<file path="src/rtl/conv_sequencer.sv">
// Sequencer for the 1-D convolution engine: loads filter taps, then per output point
// clears the accumulator, runs FILT_N MACs and writes the result through one memory port.
// Ports: clk, rst (sync, active-high), start, x/y/z base addresses in;
//        index, wrEn, filt_ld, tap_idx, mac_clr, mac_en, busy, done out.
module conv_sequencer #(
  parameter int LEN    = 9,
  parameter int FILT_N = 4,
  parameter int IN_N   = 16,
  localparam int OUT_N = IN_N - FILT_N + 1,
  localparam int IW    = (FILT_N > 1) ? $clog2(FILT_N) : 1,
  localparam int OW    = (OUT_N > 1) ? $clog2(OUT_N) : 1
) (
  input  logic           clk,
  input  logic           rst,
  input  logic           start,
  input  logic [LEN-1:0] x,
  input  logic [LEN-1:0] y,
  input  logic [LEN-1:0] z,
  output logic [LEN-1:0] index,
  output logic           wrEn,
  output logic           filt_ld,
  output logic [IW-1:0]  tap_idx,
  output logic           mac_clr,
  output logic           mac_en,
  output logic           busy,
  output logic           done
);

  typedef enum logic [2:0] {
    S_IDLE, S_LOAD, S_CLR, S_MAC, S_WRITE, S_DONE
  } state_t;

  localparam logic [IW-1:0] KMAX = IW'(FILT_N - 1);
  localparam logic [OW-1:0] IMAX = OW'(OUT_N - 1);

  state_t         state, state_n;
  logic [IW-1:0]  k, k_n;
  logic [IW-1:0]  j, j_n;
  logic [OW-1:0]  i, i_n;
  logic [LEN-1:0] xr, yr, zr;

  always_ff @(posedge clk) begin
    if (rst) begin
      state <= S_IDLE;
      k     <= '0;
      j     <= '0;
      i     <= '0;
      xr    <= '0;
      yr    <= '0;
      zr    <= '0;
    end else begin
      state <= state_n;
      k     <= k_n;
      j     <= j_n;
      i     <= i_n;
      // Bases are captured only on an accepted start; later bus changes are ignored.
      if (state == S_IDLE && start) begin
        xr <= x;
        yr <= y;
        zr <= z;
      end
    end
  end

  always_comb begin
    state_n = state;
    k_n     = k;
    j_n     = j;
    i_n     = i;
    unique case (state)
      S_IDLE: begin
        if (start) begin
          k_n     = '0;
          state_n = S_LOAD;
        end
      end
      S_LOAD: begin
        if (k == KMAX) begin
          i_n     = '0;
          state_n = S_CLR;
        end else begin
          k_n = k + 1'b1;
        end
      end
      S_CLR: begin
        j_n     = '0;
        state_n = S_MAC;
      end
      S_MAC: begin
        if (j == KMAX) state_n = S_WRITE;
        else           j_n     = j + 1'b1;
      end
      S_WRITE: begin
        if (i == IMAX) begin
          state_n = S_DONE;
        end else begin
          i_n     = i + 1'b1;
          state_n = S_CLR;
        end
      end
      S_DONE:  state_n = S_IDLE;
      default: state_n = S_IDLE;
    endcase
  end

  // Address sums wrap modulo 2^LEN by truncation.
  always_comb begin
    index   = '0;
    wrEn    = 1'b0;
    filt_ld = 1'b0;
    tap_idx = '0;
    mac_clr = 1'b0;
    mac_en  = 1'b0;
    busy    = 1'b1;
    done    = 1'b0;
    unique case (state)
      S_IDLE: busy = 1'b0;
      S_LOAD: begin
        index   = yr + LEN'(k);
        filt_ld = 1'b1;
        tap_idx = k;
      end
      S_CLR: mac_clr = 1'b1;
      S_MAC: begin
        index   = xr + LEN'(i) + LEN'(j);
        mac_en  = 1'b1;
        tap_idx = j;
      end
      S_WRITE: begin
        index = zr + LEN'(i);
        wrEn  = 1'b1;
      end
      S_DONE:  done = 1'b1;
      default: busy = 1'b0;
    endcase
  end

endmodule

</file>
<file path="config.mk">
export PLATFORM = sky130hd
export DESIGN_NAME = conv_sequencer
export DESIGN_NICKNAME = d
export VERILOG_FILES = /design/src/rtl/conv_sequencer.sv
export SDC_FILE = /design/constraint.sdc
export NUM_CORES = 1
export LEC_CHECK = 0
export ABC_AREA = 1
export BUFFER_PORTS_ARGS = -buffer_cell sky130_fd_sc_hd__clkbuf_2
export CAP_MARGIN = 10
export CORE_MARGIN = 3
export CORE_UTILIZATION = 45
export CTS_CLUSTER_SIZE = 30
export DETAILED_ROUTE_END_ITERATION = 10
export PLACE_DENSITY = 0.69
export REMOVE_ABC_BUFFERS = 1
export SETUP_SLACK_MARGIN = 0.05
export SYNTH_ARGS = -nofsm -noshare
export SYNTH_HDL_FRONTEND = slang
export SYNTH_SLANG_ARGS = --single-unit
</file>
<file path="constraint.sdc">
create_clock -name clk -period 2.65 [get_ports clk]
set_input_delay 0.6625 -clock clk [delete_from_list [all_inputs] [get_ports clk]]
set_output_delay 0.6625 -clock clk [all_outputs]
set_load 0.1 [all_outputs]
</file>
==> results.yml, run 1 <==
run_status:
  status: "finished with violations"
  violations: "setup timing"
finish:
  fillCellCount: 509
  multiInputGateArea_um2: 1700
  regArea_um2: 763
  stdcell_area_um2: 3390
  diodes: 0
  stdcell_count: 520
  drive_above_1_share_pct: 31.0
  finalNetCount: 498
  areaGrowthSynthToFinish_pct: 26.8
logic_synthesis:
  ys_types: 29
  netlist.area_leader.share_pct: 28.4
  yosys_register_bits: 38
  synth_edf_count: 0
  synth_top_area_cell: "dfxtp_1"
  netlist_instances: 387
  yosys-top-cells-area: "dfxtp_1 28%, nand2_1 13%, nand3_1 11%"
  async_reset_ff_share_pct: 0
  ys_seq_area_share_pct: 28.4
  yosysWarnings: 0
  syn_avg_cell_area_um2: 6.92
  synth.most_common_cell: "nand2_1"
  synth.cell_area_um2: 2680
  synth-main-ff-cell: "dfxtp_1"
  yosys-top-cells-count: "94 x nand2_1, 60 x nand3_1, 44 x inv_1, 38 x dfxtp_1, 27 x a21oi_1"
die:
  die-area_um2: 6910
  die_h_um: 83.1
  fp-row-count: 27
  io_pins: 47
  floorplan.core_area_um2: 5640
  die_w_um: 83.1
  initial_core_util_pct: 47.4
clock_tree:
  ctsLongestPathBuffers: 2
  clk_pin_slew_ns: 0.08
  clock-sinks: 38
  htree_levels: 2
  cts-root-buf: "clkbuf_8"
  clock_latency_ns: 0.30
  cts_buffers: 5
  cts_tree: "built"
sta:
  maxSlewViolCount: 0
  fin_skew_ns: 0.00391
  tightest_slew_ns: 0.612
  fmax_ghz: 0.319
  relSlewSlack_pct: 59.2
  finalSetupViolCount: 7
  fin_crit_ns: 3.13
  finalCritPeriodShare_pct: 118
  finalHoldViolCount: 0
  final.setup.worst_slack_ns: -0.482
  rsz0062_at_grt: "yes"
setup_path:
  cp_top_family: "adder cells"
  worstPathMaxFanout: 3
  cp.required_ns: 1.99
  worst_path_max_delay_cell: "fa_1"
  path_buf_inv: 6
  path_cells: "inv_1, fa_1, inv_2, ha_4, inv_2, fa_2, inv_2, nand2_2, nand3_2, nand2_1, nand2_1, nand3_1, nand2_1, inv_1, nand2_2, buf_12"
  start_kind: "flop"
  startpoint: "j[1]"
  worstPathArrival_ns: 2.47
  worstSetupEndpointType: "output pin"
  r2r-start: "state[0]"
  max_stage_delay_ns: 0.46
  worstSetupPathType: "flop to output pin"
place:
  dp_hpwl_um: 5090
  post_dp_cell_area_um2: 3190
  dp_cells: 509
  place_congestion: 0.859
  numPortBuffers: 46
hold_path:
  worstHoldStart: "xr[3]"
  hold_path.class: "flop to flop"
global_routing:
  gr-usage-all-layers_pct: 20.0
  grt_max_degree: 44
  overflow: 0
  antenna_found_initial: 0
  grt_pass1_wl_um: 11600
  grt_pass1_vias: 2619
drt:
  drt_iter0_drc: 80
  vias_per_cell: 5.08
  num_vias: 2643
  firstDrtPassIters: 4
  drcViolationCount: 0
  ant_nets: 0
  post_drt_wl_per_cell_um: 13.0
  routed_wl_um: 6740
power:
  leakagePower_nw: 1.64
  ir_drop_mv: 0.358
  power.density_nw_per_um2: 621
  power.total_w: 0.00211
job:
  cap_violations: 0
==> layout make-up <==
class	count	share of cell area, %
multi-input cells	285	50.2
flip-flops and latches	38	22.5
repair buffers	66	16.3
inverters	51	5.64
well taps	72	2.65
clock buffers	6	2.43
clock inverters	2	0.369
==> stage by stage <==
stage	hold slack, ns	worst slack [ns]	utilization (%)	TNS, ns
after global routing	0.489	-0.668	60.2	-3.82
after CTS	0.473	-0.505	59.7	-3.06
final	0.470	-0.482	60.2	-2.91
after detailed placement	0.460	-0.342	56.6	-1.25
after global placement	0.458	-0.265	56.6	-0.888
after floorplan	0.439	-2.34	-	-16.22
==> worst register-to-register path, stage by stage (launching register included) <==
cell     delay, ns
dfxtp_1       0.37
nor2_2        0.16
nand2_1       0.10
inv_2         0.24
nand2_4       0.40
o21ai_0       0.34
a21oi_1       0.06
==> kinds of logic (layout without fill, tap and decap cells) <==
| logic type | count (synthesis) | after routing | share of synthesized area (%) |
|---|---|---|---|
| adders and majority gates | 21 | 21 | 11.2 |
| DFF | 38 | 38 | 28.4 |
| AOI/OAI and AO/OA | 66 | 66 | 16.3 |
| xor gates and xnor gates | 1 | 1 | 0.327 |
| buffers and inverters | 64 | 125 | 10.9 |
| and+or+nand+nor | 197 | 197 | 32.8 |
==> worst paths after layout <==
check	cells after the start	slack [ns]	end
min reg2reg	2	0.47	xr[3]
min	2	0.47	xr[3]
max reg2reg	6	0.86	zr[8]
max	16	-0.48	index[5]
==> routing by layer <==
layer | global-route usage [%] | part of all wire (%) | vias to the layer above
li1 | - | - | 1380
met1 | 26.0 | 47 | 1188
met2 | 34.4 | 47 | 67
met3 | 2.98 | 3.7 | 8
met4 | 5.79 | 1.5 | 0
met5 | 0 | 0 | -
==> repair_timing <==
| item | CTS | global route |
|---|---|---|
| pin swaps | 6 | 6 |
| endpoints found under the setup margin | 8 | 9 |
| gates resized for setup | 20 | 7 |
| hold buffers | 0 | 0 |
| buffers inserted | 3 | 0 |
==> flip-flops by register name (all words and copies together) (netlist names) <==
signal	flops
i	4
j	2
k	2
state	3
xr	9
yr	9
zr	9
==> layout by cell type, fill, tap and decap left out, types with 2 or more instances in the layout <==
cell      netlist  final
a21oi_1        27     27
a21oi_2        13     13
buf_12          0     11
buf_4           3     20
clkbuf_2        1     33
clkbuf_8        0      6
dfxtp_1        38     36
dfxtp_2         0      2
fa_1            5      4
ha_1           16     14
inv_1          44     40
inv_2           7     11
nand2_1        94     88
nand2_2         0      6
nand2_4         3      3
nand3_1        60     52
nand3_2         2      9
nand4_1         3      3
nor2_1         24     24
nor3_1          6      6
o211ai_1        2      2
o21ai_0         6      6
o21ai_1         3      3
o21ai_2        13     13
or2_2           3      3
==> report_power, final <==
group / total, W / leakage [nW] / internal, W / switching [W]
sequential: 0.000721 / 0.313 / 0.000652 / 0.0000692
clock: 0.000431 / 0.0472 / 0.000209 / 0.000222
combinational: 0.000956 / 1.28 / 0.000301 / 0.000656
No activity file was read; power rests on OpenSTA's default activity.
==> inputs of run 2 (changes only) <==
--- a/config.mk
+++ b/config.mk
@@ -9,10 +9,11 @@
 export BUFFER_PORTS_ARGS = -buffer_cell sky130_fd_sc_hd__clkbuf_2
 export CAP_MARGIN = 10
 export CORE_MARGIN = 3
-export CORE_UTILIZATION = 45
+export CORE_UTILIZATION = 53
+export CTS_BUF_LIST = sky130_fd_sc_hd__clkbuf_4 sky130_fd_sc_hd__clkbuf_8
 export CTS_CLUSTER_SIZE = 30
 export DETAILED_ROUTE_END_ITERATION = 10
-export PLACE_DENSITY = 0.69
+export PLACE_DENSITY = 0.79
 export REMOVE_ABC_BUFFERS = 1
 export SETUP_SLACK_MARGIN = 0.05
 export SYNTH_ARGS = -nofsm -noshare
==> run 2 against run 1 <==
  * The run still ends with setup timing left
  * Worst hold slack got worse by 0.0026 ns
  * Final area decreased by 0.48%
  * Flip-flop and latch count unchanged
  * Global-route usage increased by 3.6 points
  * Core utilization increased by 10 points
  * Combinational power decreased by 1%
  * Sequential power about the same
  * Clock skew increased by 0.0036 ns
  * Clock power increased by 18%
  * Fmax decreased by 2.0%
  * Die area decreased by 14%
  * Count of clock-buffer cells in the layout increased by 1
  * Critical endpoint is now index[3]
  * Highest routed layer unchanged
==> results.yml, run 2 (synthesis gave the netlist of run 1 again) <==
run_status:
  status: "finished with violations"
  violations: "setup timing"
clock_tree:
  cts_buffers: 5
  clock-sinks: 38
  cts-root-buf: "clkbuf_8"
  clock_latency_ns: 0.29
  clk_pin_slew_ns: 0.07
  ctsLongestPathBuffers: 2
  cts_tree: "built"
  htree_levels: 2
drt:
  firstDrtPassIters: 5
  drcViolationCount: 0
  drt_iter0_drc: 131
  ant_nets: 0
  routed_wl_um: 6780
  vias_per_cell: 5.29
  post_drt_wl_per_cell_um: 13.3
  num_vias: 2697
sta:
  finalSetupViolCount: 7
  rsz0062_at_grt: "yes"
  fin_skew_ns: 0.00750
  tightest_slew_ns: 0.626
  final.setup.tns_ns: -2.66
  finalHoldViolCount: 0
  fmax_ghz: 0.313
  maxSlewViolCount: 0
  fin_crit_ns: 3.20
  relSlewSlack_pct: 58.2
  finalCritPeriodShare_pct: 121
  final.setup.worst_slack_ns: -0.546
finish:
  diodes: 0
  most-common-layout-cells: "89 x nand2_1, 51 x nand3_1, 38 x inv_1"
  stdcell_area_um2: 3380
  areaGrowthSynthToFinish_pct: 26.2
  finalNetCount: 493
  reg_top3: "xr (9), yr (9), zr (9)"
  drive_above_1_share_pct: 30.9
  final_common_cell: "nand2_1"
die:
  die_w_um: 77.1
  floorplan.core_area_um2: 4820
  die-area_um2: 5940
  initial_core_util_pct: 55.6
  fp-row-count: 25
  die_h_um: 77.1
  io_pins: 47
hold_path:
  worstHoldStart: "yr[0]"
  whs_path_depth: 2
  holdPathEnd: "yr[0]"
  hold_path.class: "flop to flop"
setup_path:
  worstPathMaxFanout: 2
  rr_endpoint: "zr[8]"
  r2r-start: "state[0]"
  rr_worst_depth: 6
  reg2reg_slack_ns: 0.82
  worstSetupEndpointType: "output pin"
  start_kind: "flop"
  worstPathArrival_ns: 2.53
  worstSetupPathType: "flop to output pin"
  cp.required_ns: 1.99
job:
  cap_violations: 0
global_routing:
  grt_pass1_wl_um: 11600
  grt_pass1_vias: 2606
  grt_max_degree: 44
  overflow: 0
  gr-usage-all-layers_pct: 23.7
  antenna_found_initial: 0
power:
  leakagePower_nw: 1.63
  ir_drop_mv: 0.410
  power.density_nw_per_um2: 643
place:
  numPortBuffers: 46
  dp_hpwl_um: 5000
  place_congestion: 0.884
  post_dp_cell_area_um2: 3150
## run 2: critical path, cell delays in order (launching register included)
cell and delay (ns):
dfxtp_2 0.34, inv_2 0.05, fa_2 0.46, inv_2 0.08, ha_4 0.13, inv_2 0.03
fa_2 0.35, inv_2 0.08, nand2_2 0.06, buf_4 0.13, buf_4 0.12, nand3_2 0.07
o211ai_1 0.12, clkbuf_16 0.23
## run 2: layout make-up
cell class	count	area [um2]
fill	421	1440
tap	67	83.8
multi-input combinational	285	1710
inverter	51	191
clock buffer	7	83.8
timing repair buffer	61	515
sequential	38	763
clock inverter	1	30.0
## run 2: metrics by stage
stage | std cells | power (W) | util, % | hold WS (ns) | setup WS, ns
floorplan | 374 | 0.00137 | - | 0.439 | -2.34
global placement | 499 | 0.00162 | 65.3 | 0.458 | -0.263
detailed placement | 499 | 0.00164 | 65.3 | 0.460 | -0.375
CTS | 509 | 0.00218 | 69.4 | 0.472 | -0.488
global route | 510 | 0.00230 | 70.1 | 0.480 | -0.620
finish | 510 | 0.00217 | 70.1 | 0.468 | -0.546
## run 2: worst max-delay path by stage
stage / start / to
after CTS: i[1] / index[5]
final: i[1] / index[3]
after floorplan: state[2] / tap_idx[1]
after global placement: i[1] / index[5]
after global routing: j[1] / index[5]
after detailed placement: i[1] / index[5]
## run 2: routing by layer
| layer | routed length (um) | share of wire [%] | vias up | GRT usage, % |
|---|---|---|---|---|
| met1 | 2990 | 44 | 1230 | 29.8 |
| met2 | 3310 | 49 | 78 | 39.4 |
| met4 | 150 | 2.2 | 0 | 10.5 |
| li1 | - | - | 1374 | - |
| met3 | 320 | 4.7 | 15 | 4.23 |
| met5 | 0 | 0 | - | 0 |
## run 2: power by group
part	switching (W)	leakage [nW]	internal, W
sequential	0.0000688	0.313	0.000653
clock	0.000205	0.0593	0.000302
combinational	0.000653	1.26	0.000290
## run 2: what timing repair did
item | 4_1_cts | 5_1_grt
resized for setup | 23 | 7
pin swaps | 8 | 4
endpoints found under the setup margin | 8 | 8
buffers inserted | 2 | 1
hold buffers | 0 | 0
gates cloned | 0 | 0
